**src/rtl/pps_muldiv_ctrl.sv**
```systemverilog
// Iterative HI/LO multiply/divide unit: one shift-add or restoring shift-subtract
// step per cycle on magnitudes, with sign fix-up and pipeline stall/flush handling.
module pps_muldiv_ctrl #(
    parameter int MD_OP_SIZE = 3,
    parameter int MD_ITER    = 32
) (
    input  logic                  clk,
    input  logic                  rst,
    input  logic                  md_start_in,
    input  logic [MD_OP_SIZE-1:0] md_op_in,
    input  logic [31:0]           md_rs_in,
    input  logic [31:0]           md_rt_in,
    input  logic                  md_rd_req_in,
    input  logic                  md_rd_sel_in,
    input  logic                  md_flush_in,
    output logic                  md_busy_out,
    output logic                  md_stall_out,
    output logic                  md_done_out,
    output logic [31:0]           md_rdata_out,
    output logic [31:0]           md_hi_out,
    output logic [31:0]           md_lo_out
);

    typedef enum logic [1:0] {ST_IDLE, ST_RUN, ST_FIN} state_t;

    localparam logic [MD_OP_SIZE-1:0] OP_MULT  = MD_OP_SIZE'(0);
    localparam logic [MD_OP_SIZE-1:0] OP_MULTU = MD_OP_SIZE'(1);
    localparam logic [MD_OP_SIZE-1:0] OP_DIV   = MD_OP_SIZE'(2);
    localparam logic [MD_OP_SIZE-1:0] OP_DIVU  = MD_OP_SIZE'(3);
    localparam logic [MD_OP_SIZE-1:0] OP_MTHI  = MD_OP_SIZE'(4);
    localparam logic [MD_OP_SIZE-1:0] OP_MTLO  = MD_OP_SIZE'(5);
    localparam logic [5:0]            CNT_LAST = 6'(MD_ITER - 1);

    state_t      state_q;
    logic [5:0]  cnt_q;
    logic [63:0] acc_q;
    logic [31:0] b_q;
    logic        is_div_q;
    logic        neg_res_q;
    logic        neg_rem_q;
    logic        div_zero_q;
    logic [31:0] hi_q;
    logic [31:0] lo_q;
    logic        done_q;

    logic        op_is_md;
    logic        op_is_mt;
    logic        op_signed;
    logic        op_div;
    logic        rs_neg;
    logic        rt_neg;
    logic [31:0] rs_mag;
    logic [31:0] rt_mag;

    always_comb begin
        op_is_md  = (md_op_in == OP_MULT) || (md_op_in == OP_MULTU) ||
                    (md_op_in == OP_DIV)  || (md_op_in == OP_DIVU);
        op_is_mt  = (md_op_in == OP_MTHI) || (md_op_in == OP_MTLO);
        op_signed = (md_op_in == OP_MULT) || (md_op_in == OP_DIV);
        op_div    = (md_op_in == OP_DIV)  || (md_op_in == OP_DIVU);
        rs_neg    = op_signed & md_rs_in[31];
        rt_neg    = op_signed & md_rt_in[31];
        rs_mag    = rs_neg ? -md_rs_in : md_rs_in;
        rt_mag    = rt_neg ? -md_rt_in : md_rt_in;
    end

    logic [32:0] mul_sum;
    logic [32:0] rem_sh;
    logic [31:0] rem_sub;
    logic [63:0] acc_d;
    logic [63:0] prod_fix;
    logic [31:0] quo_mag;
    logic [31:0] rem_mag;
    logic [31:0] quo_fix;
    logic [31:0] rem_fix;
    logic [31:0] res_hi_d;
    logic [31:0] res_lo_d;

    // acc holds {partial product, multiplier} or {remainder, dividend/quotient}.
    always_comb begin
        mul_sum = {1'b0, acc_q[63:32]} + (acc_q[0] ? {1'b0, b_q} : 33'd0);
        rem_sh  = {acc_q[63:32], acc_q[31]};
        rem_sub = rem_sh[31:0] - b_q;
        if (is_div_q) begin
            if (rem_sh >= {1'b0, b_q}) begin
                acc_d = {rem_sub, acc_q[30:0], 1'b1};
            end else begin
                acc_d = {rem_sh[31:0], acc_q[30:0], 1'b0};
            end
        end else begin
            acc_d = {mul_sum, acc_q[31:1]};
        end

        prod_fix = neg_res_q ? -acc_d : acc_d;
        quo_mag  = acc_d[31:0];
        rem_mag  = acc_d[63:32];
        quo_fix  = div_zero_q ? 32'hFFFF_FFFF : (neg_res_q ? -quo_mag : quo_mag);
        rem_fix  = neg_rem_q ? -rem_mag : rem_mag;
        res_hi_d = is_div_q ? rem_fix : prod_fix[63:32];
        res_lo_d = is_div_q ? quo_fix : prod_fix[31:0];
    end

    always_ff @(posedge clk) begin
        if (rst) begin
            // NOTE: datapath registers (acc/b/flags) are not reset; each start reloads them before use.
            state_q <= ST_IDLE;
            cnt_q   <= '0;
            hi_q    <= '0;
            lo_q    <= '0;
            done_q  <= 1'b0;
        end else begin
            case (state_q)
                ST_IDLE: begin
                    done_q <= 1'b0;
                    if (md_start_in && !md_flush_in) begin
                        if (op_is_md) begin
                            acc_q      <= {32'd0, op_div ? rs_mag : rt_mag};
                            b_q        <= op_div ? rt_mag : rs_mag;
                            is_div_q   <= op_div;
                            neg_res_q  <= rs_neg ^ rt_neg;
                            neg_rem_q  <= rs_neg;
                            div_zero_q <= op_div && (md_rt_in == 32'd0);
                            cnt_q      <= '0;
                            state_q    <= ST_RUN;
                        end else if (md_op_in == OP_MTHI) begin
                            hi_q <= md_rs_in;
                        end else if (md_op_in == OP_MTLO) begin
                            lo_q <= md_rs_in;
                        end
                    end
                end
                ST_RUN: begin
                    if (md_flush_in) begin
                        state_q <= ST_IDLE;
                    end else begin
                        acc_q <= acc_d;
                        cnt_q <= cnt_q + 6'd1;
                        // Last step commits the sign-corrected result so FIN shows it with done.
                        if (cnt_q == CNT_LAST) begin
                            hi_q    <= res_hi_d;
                            lo_q    <= res_lo_d;
                            done_q  <= 1'b1;
                            state_q <= ST_FIN;
                        end
                    end
                end
                ST_FIN: begin
                    done_q  <= 1'b0;
                    state_q <= ST_IDLE;
                end
                default: begin
                    done_q  <= 1'b0;
                    state_q <= ST_IDLE;
                end
            endcase
        end
    end

    // Reserved op codes never stall, even while busy.
    assign md_busy_out  = (state_q != ST_IDLE);
    assign md_stall_out = md_busy_out &
                          ((md_start_in & (op_is_md | op_is_mt)) | md_rd_req_in);
    assign md_done_out  = done_q;
    assign md_rdata_out = md_rd_sel_in ? hi_q : lo_q;
    assign md_hi_out    = hi_q;
    assign md_lo_out    = lo_q;

endmodule

```
**config.mk**
```make
export PLATFORM = sky130hd
export DESIGN_NAME = pps_muldiv_ctrl
export DESIGN_NICKNAME = d
export VERILOG_FILES = /design/src/rtl/pps_muldiv_ctrl.sv
export SDC_FILE = /design/constraint.sdc
export NUM_CORES = 1
export LEC_CHECK = 0
export BUFFER_PORTS_ARGS = -buffer_cell sky130_fd_sc_hd__buf_2
export CAP_MARGIN = 25
export CORE_ASPECT_RATIO = 0.8
export CORE_MARGIN = 1
export CORE_UTILIZATION = 61
export DETAILED_ROUTE_END_ITERATION = 12
export HOLD_SLACK_MARGIN = 0.06
export PLACE_DENSITY = 0.84
export SYNTH_ARGS = -nofsm -noshare
export SYNTH_HDL_FRONTEND = slang
export SYNTH_SLANG_ARGS = --single-unit
```
**constraint.sdc**
```tcl
create_clock -name clk -period 6.4 [get_ports clk]
set_input_delay 0.96 -clock clk [delete_from_list [all_inputs] [get_ports clk]]
set_output_delay 0.96 -clock clk [all_outputs]
set_load 0.1 [all_outputs]
```
; ---- Word-level counts from Yosys, hierarchy flattened
; Cells that the tools add are included.
[totals]
register_bits = 173
in_bits = 73
out_inout_bits = 99
[op_classes]
addsub = 8
order_cmp = 1
eq_ne = 16
muxes = 40
n_bitwise = 10
reduce_logical = 22
[ops]
columns = op, n
row1 = two-way mux 32 bit, 22
row2 = two-way mux 64 bit, 6
row3 = negator 32 bit, 4
row4 = one-hot mux 32 bit (2 select lines), 2
row5 = one-hot mux 64 bit (2 select lines), 1
row6 = negator 64 bit, 1
row7 = adder 32 x 32 -> 33 bit, 1
row8 = greater-or-equal comparator 33 x 32 -> 1 bit, 1
row9 = logical NOT 32 bit, 1
row10 = subtractor 32 bit, 1
row11 = two-way mux 6 bit, 3
row12 = "!= test 2 bit, second input constant", 8
row13 = one-hot mux 6 bit (2 select lines), 1
row14 = two-way mux 2 bit, 4
row15 = AND reduction 4 bit, 2
row16 = AND reduction 7 bit, 1
row17 = "adder 6 x 1 -> 6 bit, second input constant", 1
row18 = "equality test 3 x 2 -> 1 bit, second input constant", 2
row19 = "equality test 3 bit, second input constant", 2
row20 = "equality test 6 x 5 -> 1 bit, second input constant", 1
row21 = logical OR 1 bit, 6
row22 = AND reduction 6 bit, 1
row23 = AND reduction 5 bit, 1
row24 = bitwise AND 1 bit, 4
row25 = other kinds (15), 20

; ---- Depth between registers and ports, before layout
[depth]
ltp_word = 10
depth_mapped = 23

; ---- Worst setup path after synthesis
; Ideal clock, no wire load.
[synth_path]
kind = register -> register
start = register is_div_q
end = register hi_q[26] (netlist: md_hi_out[26])
setup_time_ns = 0.141
t_arrival_ns = 4.858
required_ns = 6.259
setup_slack_ns = 1.401
stages_incl_launch_ff = 21
path_buffers = 9
period_less_slack_ns = 4.999
path_cell_list = edfxtp_1 > buf_2 > buf_2 > buf_2 > buf_2 > buf_2 > buf_2 > buf_2 > buf_1 > clkbuf_1 > a21oi_1 > inv_1 > ha_1 > nand3_1 > nand3b_1 > o31a_1 > nor3b_1 > a22oi_2 > or4_4 > o2111ai_1 > a41oi_2
[synth_between]
elab_chain_len = 7
[synth_lines]
columns = element, line_no
row1 = "start, declared", 38  ; logic is_div_q;
row2 = "start signal, assigned", 119  ; is_div_q <= op_div;
row3 = two-way mux 64 bit, 84  ; if (is_div_q) begin
row4 = negator 64 bit or negator 32 bit (tied branches), "94, 98"
row5 = two-way mux 64 bit or two-way mux 32 bit (tied branches), "94, 98"
row6 = two-way mux 32 bit *, 99  ; res_hi_d = is_div_q ? rem_fix : prod_fix[63:32];
row7 = two-way mux 32 bit *, 139  ; if (cnt_q == CNT_LAST) begin
row8 = two-way mux 32 bit *, 133  ; if (md_flush_in) begin
row9 = one-hot mux 32 bit (2 select lines) *, 112  ; case (state_q)
row10 = "end signal, assigned", 126  ; hi_q <= md_rs_in;
row11 = "end signal, assigned", 140  ; hi_q <= res_hi_d;
row12 = "end, declared", 42  ; logic [31:0] hi_q;
; Mark *: on every way between the ends. The rest lies on a longest branch, timed or not. The select of a mux whose other input is x is not followed.
; A chain may end at the register's enable or synchronous reset.

; ---- Worst setup path after layout
[layout_path]
start = register acc_q[39]
end = register hi_q[12] (netlist: md_hi_out[12])
[layout_between]
elab_chain_len = 9
[layout_lines]
columns = element, line_no
row1 = "start, declared", 36  ; logic [63:0] acc_q;
row2 = "start signal, assigned", 117  ; acc_q <= {32'd0, op_div ? rs_mag : rt_mag};
row3 = subtractor 32 bit or greater-or-equal comparator 33 x 32 -> 1 bit (tied branches), "83, 85"
row4 = two-way mux 64 bit, 85  ; if (rem_sh >= {1'b0, b_q}) begin
row5 = two-way mux 64 bit *, 84
row6 = negator 64 bit or negator 32 bit (tied branches), "94, 98"
row7 = two-way mux 64 bit or two-way mux 32 bit (tied branches), "94, 98"
row8 = two-way mux 32 bit *, 99
row9 = two-way mux 32 bit *, 139
row10 = two-way mux 32 bit *, 133
row11 = one-hot mux 32 bit (2 select lines) *, 112
; Marks and branches as above.

==> impl_metrics.json <==
{
  "worst_slew_pin_slew_ns": 1.058,
  "die_y_um": 150.0,
  "rows": 53,
  "drive_gt1_frac": 0.1492,
  "required_ns": 6.79,
  "synthFlopType": "edfxtp_1",
  "power_per_cell_area_mw_per_mm2": 171.8,
  "antennaDiodeCount": 0,
  "path_class": "reg -> reg",
  "cts_buffers": 17,
  "setup_tns_ns": 0,
  "drt_pass1_iterations": 6,
  "start_kind": "register",
  "htree_levels": 4,
  "path_delay_family": "compound AO/OA/AOI/OAI gates",
  "rsz0062_at_grt": "no",
  "avgSynthCellArea_um2": 7.907,
  "clockRootBuffer": "clkbuf_16",
  "timing.slew.headroom": 0.2920,
  "yosysTopAreaCellShare": 0.1798,
  "syn_area_mm2": 0.01670,
  "area_growth_pct": 9.837,
  "core-area_mm2": 0.02659,
  "dieArea_mm2": 0.02805,
  "yosysTopAreaCell": "edfxtp_1",
  "ys_warn_count": 0,
  "nFillCells": 2261,
  "cpPeakStageDelay_ns": 0.62,
  "gp_congestion": 1.048,
  "dp_hpwl_um": 47110,
  "track_usage": 0.4382,
  "worstHoldPathType": "reg -> reg",
  "synth_area_leaders": "edfxtp_1, dfxtp_1, a21oi_1, nand2_1, ha_1",
  "start_util": 0.6280,
  "post_drt_wl_per_cell_um": 24.38,
  "routed_wl_um": 62640,
  "seq_area_mm2": 0.004464,
  "synthTopCellsByCount": "nand2_1, a21oi_1, nor2_1, o21ai_0, edfxtp_1",
  "yosysSeqAreaShare": 0.2673,
  "cts_tree": "done",
  "slowest_stage": "a211oi_1",
  "cts.sinks": 173,
  "synthArstFlopShare": 0,
  "worstPathArrival_ns": 6.11,
  "grt_antenna_before_repair": 1,
  "total_leakage_power_uw": 0.007305,
  "drc": 0,
  "numPortBuffers": 171,
  "fin_worst_skew_ns": 0.01649,
  "cp_max_fo": 13,
  "mappedNetlistNets": 2256,
  "path_buf_inv": 1,
  "cts_resized": 0,
  "status": "complete, no violations",
  "path_clk_slew_ns": 0.08,
  "ir_worst_vdd_mv": 0.1908,
  "synth_edf_count": 100,
  "fin_area_mm2": 0.01834,
  "post-synth-top-count-cell": "nand2_1",
  "grt_max_degree": 101,
  "grt_pass1_wl_um": 93990,
  "multiInputGateArea_mm2": 0.01140,
  "cp_cell_sequence": "ha_1 > a21oi_1 > o21ai_0 > a22oi_2 > a31oi_4 > nor2_2 > a21oi_1 > inv_1 > ha_1 > nand3_1 > nand3b_1 > o31a_1 > a211oi_1 > nor2_1 > o21ai_1 > a31oi_1 > xnor2_1 > nor2_1 > o21ai_1",
  "slew_violations": 0,
  "crit_path_end_kind": "register",
  "cap_violations": 0,
  "ys_types": 103,
  "vias": 17770,
  "clockBufferDepth": 2,
  "finalSetupViolCount": 0,
  "final_net_count": 2343,
  "max_freq_mhz": 175.0,
  "grt_overflow": 0,
  "syn_inst": 2112,
  "cts_setup_buffers": 0,
  "min_period_over_period": 0.8926,
  "io_pins": 172,
  "antenna_left": 0,
  "viasPerCell": 6.916,
  "dpl-instance-area_mm2": 0.01769,
  "clk_latency_ns": 0.46,
  "die_w_um": 187.0,
  "cts_hold_repair.buffers": 0,
  "period_minus_slack_ns": 5.713,
  "dr.first_iter.drc_count": 2518,
  "hold_viol": 0,
  "synth-seq-cells": 173,
  "grt_pass1_vias": 16110
}
==> cells in the final DEF (no fill, tap or decap), drive strengths merged, types with 9 or more instances in the layout <==
| cell | n |
|---|---|
| a21oi | 216 |
| o211ai | 22 |
| buf | 198 |
| and4 | 9 |
| nand3 | 41 |
| nor4 | 21 |
| and2 | 57 |
| xnor2 | 85 |
| clkinv | 9 |
| or3 | 14 |
| edfxtp | 100 |
| mux2i | 76 |
| o31ai | 26 |
| ha | 69 |
| a21o | 26 |
| o21a | 18 |
| a221oi | 9 |
| and3 | 9 |
| o31a | 11 |
| nor3 | 49 |
| o41ai | 10 |
| or4 | 11 |
| nor2 | 191 |
| o21ai | 147 |
| xor2 | 73 |
| nand2 | 237 |
| nand4 | 36 |
| nand2b | 17 |
| a31oi | 26 |
| dfxtp | 73 |
| o221ai | 35 |
| inv | 79 |
| clkbuf | 22 |
| o21bai | 11 |
| mux2 | 46 |
| a211oi | 17 |
==> cells by family after synthesis <==
| family | count (synthesis) | share of synthesized area |
|---|---|---|
| flops | 173 | 0.2673 |
| buf+inv | 209 | 0.05140 |
| mux | 122 | 0.07657 |
| xor+xnor | 158 | 0.08286 |
| simple gates | 721 | 0.2069 |
| compound gates | 658 | 0.2608 |
| fa+ha+maj | 71 | 0.05409 |
==> state kept, by name, summed over array words and instances, names as in the netlist <==
register and flops:
cnt_q 6, b_q 32, neg_rem_q 1, md_done_out 1, neg_res_q 1, is_div_q 1, state_q 2, md_hi_out 32
md_lo_out 32, div_zero_q 1, acc_q 64
==> stage by stage <==
step                      worst slack, ns  total power (µW)    util  instances  hold WS, ns
after floorplan                     1.401              1785       -       2112       0.4489
after CTS                          0.9896              3118  0.6888       2568       0.4623
after global placement              1.115              1999  0.6633       2533       0.4528
after global routing               0.3784              3232  0.6898       2569       0.4936
final                              0.6872              3151  0.6898       2569       0.4615
after detailed placement            1.016              2009  0.6653       2536       0.4533
==> final timing paths <==
| path | start | depth (start not counted) | slack, ns | endpoint |
|---|---|---|---|---|
| max | acc_q[39]$_SDFFCE_PN0P_ | 19 | 0.69 | md_hi_out[12]$_SDFFE_PP0P_ |
| min reg2reg | md_lo_out[25]$_SDFFE_PP0P_ | 2 | 0.46 | md_lo_out[25]$_SDFFE_PP0P_ |
| min | md_lo_out[25]$_SDFFE_PP0P_ | 2 | 0.46 | md_lo_out[25]$_SDFFE_PP0P_ |
| max reg2reg | acc_q[39]$_SDFFCE_PN0P_ | 19 | 0.69 | md_hi_out[12]$_SDFFE_PP0P_ |
==> worst register-to-register path, delay by kind of cell (launching register included) <==
kind	cells	cell delay [ns]
buffers and inverters	1	0.10
XOR/XNOR	1	0.17
adder cells (fa/ha/maj)	2	0.63
flip-flops	1	0.45
AND/OR/NAND/NOR	5	1.07
AO/OA/AOI/OAI	10	3.23
==> per-layer routing <==
layer	vias to the layer above	part of all wire	wire length, µm	global-route usage
met5	-	0	0	0
li1	7954	-	-	-
met4	0	0.053	3347	0.2291
met2	1271	0.42	26480	0.6578
met3	207	0.12	7491	0.09193
met1	8336	0.40	25330	0.5937
==> power by group <==
part | internal, µW | leakage (µW) | switching (µW)
combinational | 232 | 0.00548 | 546
sequential | 1210 | 0.00151 | 26.2
clock | 634 | 0.000312 | 501
total | 2080 | 0.00730 | 1070
==> cell type report <==
class / instances / share of cell area
multi-input combinational: 1730 / 0.6217
sequential: 173 / 0.2434
timing repair buffer: 198 / 0.06037
clock buffer: 22 / 0.02892
tap: 357 / 0.02435
inverter: 79 / 0.01617
clock inverter: 10 / 0.005116
Power figures use the tool's default switching activity.
